[src/rtl/index_mask_encoder_pkg.sv]
// rtl/index_mask_encoder_pkg.sv - shared widths, state enum and one-hot helper
package index_mask_encoder_pkg;

  localparam int N_W   = 3;
  localparam int CNT_W = 4;
  localparam int M     = 1 << N_W;

  localparam logic [CNT_W-1:0] BEATS_MAX = '1;

  typedef enum logic {
    IDLE = 1'b0,
    FULL = 1'b1
  } enc_state_e;

  // Single-bit mask with bit idx set; also the reference decoder model.
  function automatic logic [M-1:0] onehot(input logic [N_W-1:0] idx);
    logic [M-1:0] m;
    m      = '0;
    m[idx] = 1'b1;
    return m;
  endfunction

endpackage

[src/rtl/index_mask_encoder_if.sv]
// rtl/index_mask_encoder_if.sv - index stream in, mask result out
interface index_mask_encoder_if;
  import index_mask_encoder_pkg::*;

  logic             in_valid;
  logic             in_ready;
  logic [N_W-1:0]   in_idx;
  logic             in_last;
  logic             out_valid;
  logic             out_ready;
  logic [M-1:0]     out_mask;
  logic [CNT_W-1:0] out_beats;
  logic             out_dup;

  // Producer of indices and consumer of results.
  modport master (
    output in_valid, in_idx, in_last, out_ready,
    input  in_ready, out_valid, out_mask, out_beats, out_dup
  );

  // The encoder itself.
  modport slave (
    input  in_valid, in_idx, in_last, out_ready,
    output in_ready, out_valid, out_mask, out_beats, out_dup
  );

endinterface

[src/rtl/index_mask_encoder_mask_accumulator.sv]
// rtl/index_mask_encoder_mask_accumulator.sv - per-frame mask/beat/dup accumulator
module mask_accumulator
  import index_mask_encoder_pkg::*;
(
  input  logic             clk,
  input  logic             rst,
  input  logic             beat_i,
  input  logic             last_i,
  input  logic [N_W-1:0]   idx_i,
  output logic [M-1:0]     mask_d_o,
  output logic [CNT_W-1:0] beats_d_o,
  output logic             dup_d_o
);

  logic [M-1:0]     acc_mask_q;
  logic [CNT_W-1:0] acc_beats_q;
  logic             acc_dup_q;
  logic [M-1:0]     oh;

  // Frame state including the current beat; the top captures it on the last beat.
  always_comb begin
    oh        = onehot(idx_i);
    mask_d_o  = acc_mask_q | oh;
    beats_d_o = (acc_beats_q == BEATS_MAX) ? BEATS_MAX : acc_beats_q + CNT_W'(1);
    dup_d_o   = acc_dup_q | (|(acc_mask_q & oh));
  end

  // Fold in non-last beats; a last beat hands off and starts the next frame clean.
  always_ff @(posedge clk) begin
    if (rst) begin
      acc_mask_q  <= '0;
      acc_beats_q <= '0;
      acc_dup_q   <= 1'b0;
    end else if (beat_i) begin
      if (last_i) begin
        acc_mask_q  <= '0;
        acc_beats_q <= '0;
        acc_dup_q   <= 1'b0;
      end else begin
        acc_mask_q  <= mask_d_o;
        acc_beats_q <= beats_d_o;
        acc_dup_q   <= dup_d_o;
      end
    end
  end

endmodule

[src/rtl/index_mask_encoder.sv]
// rtl/index_mask_encoder.sv - streaming binary-index to multi-hot mask encoder
module index_mask_encoder
  import index_mask_encoder_pkg::*;
(
  input  logic                 clk,
  input  logic                 rst,
  index_mask_encoder_if.slave  enc
);

  enc_state_e       state_q;
  logic [M-1:0]     out_mask_q;
  logic [CNT_W-1:0] out_beats_q;
  logic             out_dup_q;

  logic             in_ready;
  logic             beat;
  logic             last_beat;
  logic [M-1:0]     mask_d;
  logic [CNT_W-1:0] beats_d;
  logic             dup_d;

  // A new beat may enter whenever the result slot is empty or being drained now.
  assign in_ready  = (state_q == IDLE) || enc.out_ready;
  assign beat      = enc.in_valid && in_ready;
  assign last_beat = beat && enc.in_last;

  mask_accumulator u_acc (
    .clk       (clk),
    .rst       (rst),
    .beat_i    (beat),
    .last_i    (enc.in_last),
    .idx_i     (enc.in_idx),
    .mask_d_o  (mask_d),
    .beats_d_o (beats_d),
    .dup_d_o   (dup_d)
  );

  // Result slot: load on a last beat, otherwise hold until the consumer takes it.
  always_ff @(posedge clk) begin
    if (rst) begin
      state_q     <= IDLE;
      out_mask_q  <= '0;
      out_beats_q <= '0;
      out_dup_q   <= 1'b0;
    end else begin
      if (last_beat) begin
        out_mask_q  <= mask_d;
        out_beats_q <= beats_d;
        out_dup_q   <= dup_d;
      end
      case (state_q)
        IDLE:    if (last_beat) state_q <= FULL;
        FULL:    if (!last_beat && enc.out_ready) state_q <= IDLE;
        default: state_q <= IDLE;
      endcase
    end
  end

  assign enc.in_ready  = in_ready;
  assign enc.out_valid = (state_q == FULL);
  assign enc.out_mask  = out_mask_q;
  assign enc.out_beats = out_beats_q;
  assign enc.out_dup   = out_dup_q;

endmodule

[src/flat_wrapper.sv]
// flat-port wrapper written by rule: the top's interface ports become plain ports
module index_mask_encoder_flat import index_mask_encoder_pkg::*;
  (clk, rst, enc_in_valid, enc_in_idx, enc_in_last, enc_out_ready, enc_in_ready, enc_out_valid, enc_out_mask, enc_out_beats, enc_out_dup);
  index_mask_encoder_if enc_i ();
  input  logic clk;
  input  logic rst;
  input wire logic [$bits(enc_i.in_valid)-1:0] enc_in_valid;
  input wire logic [$bits(enc_i.in_idx)-1:0] enc_in_idx;
  input wire logic [$bits(enc_i.in_last)-1:0] enc_in_last;
  input wire logic [$bits(enc_i.out_ready)-1:0] enc_out_ready;
  output wire logic [$bits(enc_i.in_ready)-1:0] enc_in_ready;
  output wire logic [$bits(enc_i.out_valid)-1:0] enc_out_valid;
  output wire logic [$bits(enc_i.out_mask)-1:0] enc_out_mask;
  output wire logic [$bits(enc_i.out_beats)-1:0] enc_out_beats;
  output wire logic [$bits(enc_i.out_dup)-1:0] enc_out_dup;
  assign enc_i.in_valid = enc_in_valid;
  assign enc_i.in_idx = enc_in_idx;
  assign enc_i.in_last = enc_in_last;
  assign enc_i.out_ready = enc_out_ready;
  assign enc_in_ready = enc_i.in_ready;
  assign enc_out_valid = enc_i.out_valid;
  assign enc_out_mask = enc_i.out_mask;
  assign enc_out_beats = enc_i.out_beats;
  assign enc_out_dup = enc_i.out_dup;
  index_mask_encoder u_core (.clk(clk), .rst(rst), .enc(enc_i));
endmodule
[config.mk]
export PLATFORM = sky130hd
export DESIGN_NAME = index_mask_encoder_flat
export DESIGN_NICKNAME = d
export VERILOG_FILES = /design/src/rtl/index_mask_encoder_pkg.sv /design/src/rtl/index_mask_encoder_if.sv /design/src/rtl/index_mask_encoder_mask_accumulator.sv /design/src/rtl/index_mask_encoder.sv /design/src/flat_wrapper.sv
export SDC_FILE = /design/constraint.sdc
export NUM_CORES = 1
export LEC_CHECK = 0
export CAP_MARGIN = 0
export CORE_AREA = 2 2 47 67
export CTS_CLUSTER_DIAMETER = 40
export DETAILED_ROUTE_END_ITERATION = 10
export DIE_AREA = 0 0 49 69
export PLACE_DENSITY = 0.72
export SKIP_LAST_GASP = 1
export SLEW_MARGIN = 20
export SYNTH_ARGS = -nofsm -noshare
export SYNTH_HDL_FRONTEND = slang
export SYNTH_HIERARCHICAL = 1
export SYNTH_SLANG_ARGS = --single-unit
export TNS_END_PERCENT = 100
[constraint.sdc]
create_clock -name clk -period 2 [get_ports clk]
set_clock_uncertainty 0.05 [all_clocks]
set_input_delay 0.5 -clock clk [delete_from_list [all_inputs] [get_ports clk]]
set_output_delay 0.5 -clock clk [all_outputs]
set_load 0.03 [all_outputs]
==> reports/summary.txt, run 1 <==
status: complete, no violations
Setup crit start: u_core/enc.out_valid
router iterations before antenna repair: 5
unrepaired setup endpoints after global routing: no
Residual DRC: 0
Fmax: 528.9 MHz
post-CTS setup buffer count: 0
Max-Cap Viols: 0
Worst setup SP type: flip-flop
Vias/cell: 5.195
Bufs on Longest Clock Path: 2
Cell Area, Synth: 1349 um2
switching power: 0.2531 mW
Worst-Skew Late Latency: 0.26 ns
# rows: 23
Register-to-Register Path Depth: 4
Levels on crit path: 1
Critical R2R Launch: u_core/u_acc/acc_mask_q[5]
XOR/XNOR Fraction of Synth Area: 0%
CTS Buf Count: 3
Slowest cell on crit path: clkdlybuf4s50_1
most frequent cells in the layout: 29 x nand2b_1, 27 x dfxtp_1, 19 x clkdlybuf4s50_1
RePlAce Congestion: 0.8394
vias in the first global route: 1076
Final Critical Period: 1.891 ns
I/O Pins: 23
Final Hold Fails: 0
Final Total Pwr: 1.038 mW
combinational power share: 17.4%
met3 Resource Use GR: 2.597%
chip height: 69 um
nets@finish: 188
class of the most critical setup path: reg2out
clock power share: 28.5%
CP Max Fanout: 2
layout cells sized above 1: 13.48%
Root Driver: clkbuf_8
initial antenna violation count: 0
1st-iter DRT viols: 23
Yosys cell types: 30
port bufs: 22
hold-fix buffers at CTS: 0
Die W: 49 um
wire per inst: 13.23 um
Hold EP: u_core/enc.out_beats[0]
slew margin rel.: 77.18%
Area Overhead vs Synth: 27.37%
Hold Crit Class: reg2reg
vias: 1117
pre-CTS setup slack: -0.3136 ns
Pint: 0.7849 mW
CP bufs+invs: 1
final worst slack: 0.1093 ns
DRT antenna net count: 0
net count after synthesis: 155
sequential share of power: 54.2%
Hold Path Depth: 2
post-synthesis mux area share: 9.647%
met1 GRT Util: 19.56%
die area: 3381 um2
Switching Fraction: 24.38%
Gate Count Post-Synth: 146
first-pass GRT wire length: 4.712 mm
R2R Path End: u_core/u_acc/acc_dup_q
core area: 2791 um2
Mapped Avg Cell Area: 9.238 um2
Setup Viol. Count Final: 0
Cell Chain, Critical Path: clkdlybuf4s50_1
R2R Setup Slk: 0.47 ns
Fill cells: 250
Simple-Gate Fraction of Synth Area: 29.22%
met2 GRT Util: 32.27%
GRT Max-Usage Layer: met2
starting density of the core: 48.32%
Pleak: 0.7099 nW
crit path DAT: 1.34 ns
PostCTS Resize Cnt: 1
HP Start: u_core/enc.out_beats[0]
H-tree depth: 1
clock tree from TritonCTS: built
antenna fix cells: 0
clk sink count: 27
kind of cell adding the most delay to the critical path: buffers and inverters
post-synthesis sequential area ratio: 40.07%
gr ovfl total: 0
Worst Max-Slew Pin Slew: 0.3423 ns
commonest non-fill, non-tap cell in the layout: nand2b_1
FF+latch count, synth: 27
largest family of logic cells by synthesized area: simple AND/OR/NAND/NOR gates
period utilization: 94.53%
Synth Area in Adders: 0.9276%
final max-slew violation count: 0
Pwr per Cell Area: 604.2 nW/um2
Global Route Usage Sum: 17.39%
compound-cell area share of the yosys netlist: 14.94%
Max stage delay on crit path: 0.69 ns
clk slew on worst S/H paths: 0.09 ns
worst vdd ir: 0.5160 mV
Routed WL: 2.844 mm
hpwl dp: 2.210 mm
CP endpoint kind: output port
Worst Path Required: 1.45 ns
largest net degree at the start of global routing: 19
Synth warnings: 6
==> how the worst max path moves through the flow <==
stage                             endpoint  slack [ns]
global route                 enc_out_valid        0.04
global placement    u_core/u_acc/acc_dup_q       -0.23
detailed placement  u_core/u_acc/acc_dup_q       -0.31
floorplan           u_core/u_acc/acc_dup_q        0.21
finish                       enc_out_valid        0.11
CTS                 u_core/u_acc/acc_dup_q        0.01
==> layout make-up <==
class / count / area, um2 / area share (%)
well taps: 37 / 46.29 / 2.695
inverters: 1 / 3.754 / 0.2185
clock buffers: 4 / 45.04 / 2.622
flip-flops and latches: 27 / 540.5 / 31.46
multi-input cells: 109 / 738.2 / 42.97
repair buffers: 37 / 344.1 / 20.03
==> Yosys cell counts <==
library cell | instances | area (um2)
clkbuf_1 | 5 | 18.77
buf_12 | 1 | 20.02
mux2i_1 | 13 | 130.1
nand2b_1 | 29 | 181.4
nand3_1 | 2 | 10.01
a221o_1 | 2 | 20.02
ha_1 | 1 | 12.51
o21ai_1 | 1 | 5.000
nand3b_1 | 3 | 22.52
buf_6 | 2 | 22.52
and4b_1 | 1 | 10.01
o21bai_1 | 2 | 15.01
a21oi_1 | 10 | 50.05
nor3b_1 | 1 | 7.510
inv_2 | 1 | 3.750
dfxtp_1 | 27 | 540.5
nor2b_1 | 8 | 50.05
nand2_1 | 2 | 7.510
buf_2 | 1 | 5.000
a31oi_1 | 5 | 31.28
nand2b_4 | 1 | 13.76
and2_2 | 1 | 7.510
nand2_4 | 1 | 11.26
a21o_1 | 7 | 52.55
and3_1 | 1 | 6.260
o21a_1 | 1 | 7.510
nor2b_4 | 1 | 13.76
a41oi_1 | 1 | 8.760
a2111o_1 | 1 | 11.26
nor2_1 | 14 | 52.55
==> metrics by stage <==
stage               cell area, um2  hold WS, ns  util [%]  setup TNS [ns]  std cells
CTS                           1715       0.4263     61.45               0        215
detailed placement            1672       0.4136     59.88         -0.6132        211
global placement              1672       0.4068     59.88         -0.4442        211
global route                  1718       0.4507     61.54               0        215
floorplan                     1349       0.3947         -               0        146
finish                        1718       0.4201     61.54               0        215
==> worst register-to-register path, delay by kind of cell (launching register included) <==
family	cells	cell delay [ns]
compound gates	2	0.75
flops	1	0.33
simple gates	2	0.28
==> registers in the layout, indices dropped and copies added (netlist names) <==
name	cells
u_core/enc.out_valid	1
u_core/u_acc/acc_mask_q	8
u_core/enc.out_dup	1
u_core/enc.out_mask	8
u_core/enc.out_beats	4
u_core/u_acc/acc_dup_q	1
u_core/u_acc/acc_beats_q	4
==> cell families after synthesis <==
kind of cell               count (synthesis)
buffers and inverters                     10
DFF                                       27
and+or+nand+nor                           65
AOI/OAI and AO/OA                         30
adders and majority gates                  1
muxes                                     13
==> power groups by stage <==
stage	Combinational [mW]	Sequential, mW	Clock, mW
6_report	0.180	0.562	0.296
5_1_grt	0.194	0.564	0.336
4_1_cts	0.181	0.562	0.314
3_5_place_dp	0.181	0.575	0
3_3_place_gp	0.177	0.574	0
2_1_floorplan	0.0966	0.589	0
==> routing by layer <==
layer / routed length [um] / up-vias
met5: 0 / -
met4: 21 / 0
met3: 97 / 2
met2: 1568 / 28
met1: 1157 / 527
li1: - / 560
(Power assumes the default switching activity.)
==> run 2: changes to the inputs <==
SETUP_SLACK_MARGIN = 0.4   (was not set)
SKIP_CTS_REPAIR_TIMING = 1   (was not set)
==> run 2 against run 1 <==
Effect of this change: total power up 0.45%; wire length rose by 0.60%; global-route usage up 0.49 points; via count shrank 1.3%; worst hold slack better by 0.0015 ns; sequential cell count unchanged; core utilization grew 2.1 points; critical path type is now in2out.
==> reports/summary.txt, run 2 (same netlist as run 1, synthesis figures left out) <==
CP Max Fanout: 3 (+1)
Hold Crit Class: reg2reg
Worst-Skew Late Latency: 0.26 ns (about the same)
Hold Path Depth: 2 (unchanged)
Final Critical Period: 1.554 ns (-0.3365 ns)
Pleak: 0.9791 nW (+38%)
Worst setup SP type: input pin
Area Overhead vs Synth: 31.63%
Final Hold Fails: 0 (unchanged)
final max-slew violation count: 0 (unchanged)
worst hold slack: 0.4216 ns (+0.001506 ns)
gr ovfl total: 0 (unchanged)
commonest non-fill, non-tap cell in the layout: nand2b_1
I/O Pins: 23 (unchanged)
Setup Viol. Count Final: 0 (unchanged)
top sig layer: met4
vias: 1102 (-1.3%)
Util after Layout: 63.60% (+2.1 points)
chip height: 69 um (unchanged)
slew margin rel.: 77.20% (about the same)
Pwr per Cell Area: 587.3 nW/um2 (-2.8%)
# rows: 23 (unchanged)
met2 WL post-DR: 1.616 mm (+3.1%)
Routed WL: 2.861 mm (+0.60%)
Root Driver: clkbuf_8
Max-Cap Viols: 0 (unchanged)
starting density of the core: 48.32% (unchanged)
setup TNS: 0 ns (unchanged)
wire per inst: 13.31 um (+0.60%)
pre-CTS setup slack: -0.2782 ns (+0.03544 ns)
router iterations before antenna repair: 4 (-1)
class of the most critical setup path: in2out
crit path DAT: 1.00 ns (-0.34 ns)
layout cells sized above 1: 16.85% (+3.4 points)
worst vdd ir: 0.4259 mV (-17%)
Cell Chain, Critical Path: dlymetal6s2s_1, nand2b_4, buf_6, buf_6
Placed Area: 1689 um2 (+1.0%)
initial antenna violation count: 0 (unchanged)
status: complete, no violations
core area: 2791 um2 (unchanged)
largest net degree at the start of global routing: 19 (unchanged)
Worst Max-Slew Pin Slew: 0.3420 ns (-0.0002451 ns)
DRT antenna net count: 0 (unchanged)
design area: 1775 um2 (+3.4%)
H-tree depth: 1 (unchanged)
port bufs: 22 (unchanged)
Max stage delay on crit path: 0.14 ns (-0.55 ns)
die area: 3381 um2 (unchanged)
unrepaired setup endpoints after global routing: no
Global Route Usage Sum: 17.88% (+0.49 points)
Register-to-Register Path Depth: 4 (unchanged)
most frequent cells in the layout: 29 x nand2b_1, 27 x dfxtp_1, 16 x dlymetal6s2s_1
period utilization: 77.71% (-17 points)
CP endpoint kind: output port
clk slew on worst S/H paths: 0.08 ns (about the same)
cell mode on critical path: buf_6
R2R Setup Slk: 0.52 ns (+0.05 ns)
Residual DRC: 0 (unchanged)
clock tree from TritonCTS: built
Die W: 49 um (unchanged)
vias in the first global route: 1140 (+5.9%)
first-pass GRT wire length: 4.871 mm (+3.4%)
RePlAce Congestion: 0.7799 (-7.1%)
clk sink count: 27 (unchanged)
Bufs on Longest Clock Path: 2 (unchanged)
CTS Buf Count: 3 (unchanged)
nets@finish: 188 (unchanged)
Metal-1 WL: 1.191 mm (+2.9%)
DR WL met3: 43 um (-56%)
final worst slack: 0.4458 ns (+0.3365 ns)
Worst Path Required: 1.45 ns (about the same)
Fmax: 643.4 MHz (+22%)
antenna fix cells: 0 (unchanged)
Vias/cell: 5.126 (-1.3%)
Slowest cell on crit path: nand2b_4
1st-iter DRT viols: 22 (-4.3%)
hpwl dp: 2.207 mm (about the same)
-- run 2: final cells by class --
cell class                      instances  area [um2]
Tap cell                               37       46.29
Inverter                                1       3.754
Timing Repair Buffer                   37       380.4
Sequential cell                        27       540.5
Clock buffer                            4       45.04
Multi-Input combinational cell        109       759.5
Fill cell                             261        1016
-- run 2: metrics by stage --
step / power, mW / instances
final: 1.043 / 215
after global routing: 1.090 / 215
after CTS: 1.061 / 215
after detailed placement: 0.7592 / 211
after global placement: 0.7539 / 211
after floorplan: 0.6916 / 146
-- run 2: power by group --
| part | internal, mW | total, mW | switching, mW |
|---|---|---|---|
| combinational | 0.0922 | 0.183 | 0.0911 |
| clock | 0.142 | 0.298 | 0.156 |
| sequential | 0.552 | 0.562 | 0.00995 |
| total | 0.786 | 1.04 | 0.257 |
-- run 2: routing by layer --
metal	GRT usage, %	up-vias
met1	19.13	526
li1	-	564
met3	2.814	2
met4	4.444	0
met2	35.16	10
met5	0	-
-- run 2: worst max-delay path, delay by kind of cell --
family / cells / cell delay, ns
buffers and inverters: 3 / 0.36
and+or+nand+nor: 1 / 0.14
-- run 2: worst paths after layout --
check / endpoint / start
hold / removal: u_core/enc.out_beats[2] / u_core/enc.out_beats[2]
setup / recovery: enc_in_ready / enc_out_ready
hold reg to reg: u_core/enc.out_beats[2] / u_core/enc.out_beats[2]
setup reg to reg: u_core/u_acc/acc_dup_q / u_core/u_acc/acc_mask_q[5]
==> run 3: changes to the inputs <==
CORE_AREA = 2 2 49 70   (was 2 2 47 67)
DIE_AREA = 0 0 51 72   (was 0 0 49 69)
PLACE_DENSITY = 0.69   (was 0.72)
clock period = 1.37 ns   (was 2 ns; I/O delays follow)
==> run 3 against run 2 <==
Effect of this change: the flow now finishes with violations (negative setup slack); sequential power is 47% higher; global-route usage shrank 0.78 points; critical endpoint is now u_core/u_acc/acc_dup_q; sequential cell count did not move; via count increased by 9.4%; worst hold slack got worse by 0.026 ns; highest routed layer unchanged; core utilization increased by 7.3 points; total power increased by 59%.
==> reports/summary.txt, run 3 (same netlist as run 1, synthesis figures left out) <==
period utilization: 102.8%
Cell Chain, Critical Path: and3_4, a2111o_1, a221o_1, nor3b_2
final max-slew violation count: 0 (unchanged)
Critical Path End: u_core/u_acc/acc_dup_q
clock tree from TritonCTS: built
Worst-Skew Late Latency: 0.27 ns (about the same)
router iterations before antenna repair: 4 (unchanged)
gr ovfl total: 0 (unchanged)
met2 GRT Util: 31.75% (-3.4 points)
wire per inst: 15.36 um (+15%)
Setup Viol. Count Final: 2 (+2)
I/O Pins: 23 (unchanged)
Final Critical Period: 1.408 ns
core area: 3033 um2 (+8.7%)
chip height: 72 um (+4.3%)
Fmax: 710.1 MHz
die area: 3672 um2 (+8.6%)
Final Total Pwr: 1.655 mW (+59%)
# rows: 24 (+4.3%)
Area Overhead vs Synth: 59.37%
R2R Path End: u_core/u_acc/acc_dup_q
most frequent cells in the layout: 29 x nand2b_1, 21 x buf_6, 20 x buf_4
layout cells sized above 1: 52.58% (+36 points)
Worst Max-Slew Pin Slew: 0.2220 ns (-0.1201 ns)
Critical R2R Launch: u_core/u_acc/acc_mask_q[5]
unrepaired setup endpoints after global routing: yes
GRT Max-Usage Layer: met2
filler-free cell count of the finished design: 233 (+8.4%)
setup TNS: -0.06942 ns (-0.06942 ns)
1st-iter DRT viols: 9 (-59%)
Die W: 51 um (+4.1%)
Hold Crit Class: in2reg
initial antenna violation count: 0 (unchanged)
clk sink count: 27 (unchanged)
R2R Setup Slk: -0.04 ns (-0.56 ns)
first-pass GRT wire length: 4.871 mm (unchanged)
Max stage delay on crit path: 0.34 ns (+0.20 ns)
hpwl dp: 2.235 mm (+1.2%)
Final Hold Fails: 0 (unchanged)
CP Max Fanout: 2 (-1)
status: complete, but fails checks
H-tree depth: 1 (unchanged)
Root Driver: clkbuf_8
vias: 1206 (+9.4%)
clk slew on worst S/H paths: 0.09 ns (about the same)
Worst Path Required: 1.49 ns (+0.04 ns)
nets@finish: 204 (+8.5%)
Residual DRC: 0 (unchanged)
placed cell count: 218 (+3.3%)
commonest non-fill, non-tap cell in the layout: nand2b_1
Util after Layout: 70.87% (+7.3 points)
slew margin rel.: 85.18% (+8.0 points)
failing checks: negative setup slack
RePlAce Congestion: 0.8498 (+9.0%)
antenna fix cells: 0 (unchanged)
Register-to-Register Path Depth: 4 (unchanged)
starting density of the core: 44.47% (-3.8 points)
crit path DAT: 1.53 ns (+0.53 ns)
largest net degree at the start of global routing: 19 (unchanged)
final worst slack: -0.03819 ns (-0.4840 ns)
met3 Resource Use GR: 1.852% (-0.96 points)
Bufs on Longest Clock Path: 2 (unchanged)
Global Route Usage Sum: 17.10% (-0.78 points)
port bufs: 22 (unchanged)
vias in the first global route: 1164 (+2.1%)
CTS Buf Count: 3 (unchanged)
CP endpoint kind: flip-flop
DRT antenna net count: 0 (unchanged)
Max-Cap Viols: 0 (unchanged)
Slowest cell on crit path: a221o_1
Setup crit start: u_core/u_acc/acc_mask_q[5]
Pleak: 0.9237 nW (-5.7%)
Routed WL: 3.579 mm (+25%)
class of the most critical setup path: reg2reg
Vias/cell: 5.176 (+0.98%)
met1 GRT Util: 18.77% (-0.35 points)
Pwr per Cell Area: 769.8 nW/um2 (+31%)
worst vdd ir: 0.6072 mV (+43%)
Worst setup SP type: flip-flop
[run 3: report_power, final]
part / total (mW) / internal [mW] / switching [mW] / leakage [nW]
Sequential: 0.826 / 0.807 / 0.0191 / 0.227
Combinational: 0.381 / 0.201 / 0.180 / 0.672
Clock: 0.448 / 0.204 / 0.244 / 0.0255
[run 3: layout make-up]
class	count	area, um2
Clock buffer	3	41.29
Clock inverter	1	5.005
Fill cell	230	883.3
Inverter	1	3.754
Multi-Input combinational cell	109	933.4
Sequential cell	27	563.0
Tap cell	39	48.80
Timing Repair Buffer	53	554.3
[run 3: worst min-delay path by stage]
| stage | cells past startpoint | end | start | slack (ns) |
|---|---|---|---|---|
| final | 3 | u_core/enc.out_valid | enc_in_last | 0.40 |
| after global routing | 3 | u_core/enc.out_valid | enc_in_last | 0.41 |
| after CTS | 2 | u_core/enc.out_mask[4] | u_core/enc.out_mask[4] | 0.43 |
| after detailed placement | 2 | u_core/enc.out_mask[4] | u_core/enc.out_mask[4] | 0.42 |
| after global placement | 2 | u_core/enc.out_beats[3] | u_core/enc.out_beats[3] | 0.41 |
| after floorplan | 1 | u_core/u_acc/acc_beats_q[0] | rst | 0.36 |
[run 3: routing by layer]
metal,vias up,part of all wire [%],wire [um]
met5,-,0,0
met4,0,3.0,106
met3,10,2.4,87
met2,24,57,2024
met1,576,38,1361
li1,596,-,-
[run 3: metrics by stage]
step           cell area [um2]  worst slack [ns]  hold slack, ns
3_5_place_dp              1732           -0.6937          0.4194
5_1_grt                   2150          -0.08427          0.4105
6_report                  2150          -0.03819          0.3953
3_3_place_gp              1732           -0.6478          0.4110
4_1_cts                   1778           -0.3983          0.4348
2_1_floorplan             1426           -0.1683          0.3649
[run 3: critical path: cells and delay by family, from the launching register on]
kind	cells	cell delay, ns
AO/OA/AOI/OAI	2	0.62
flip-flops	1	0.33
AND/OR/NAND/NOR	2	0.32
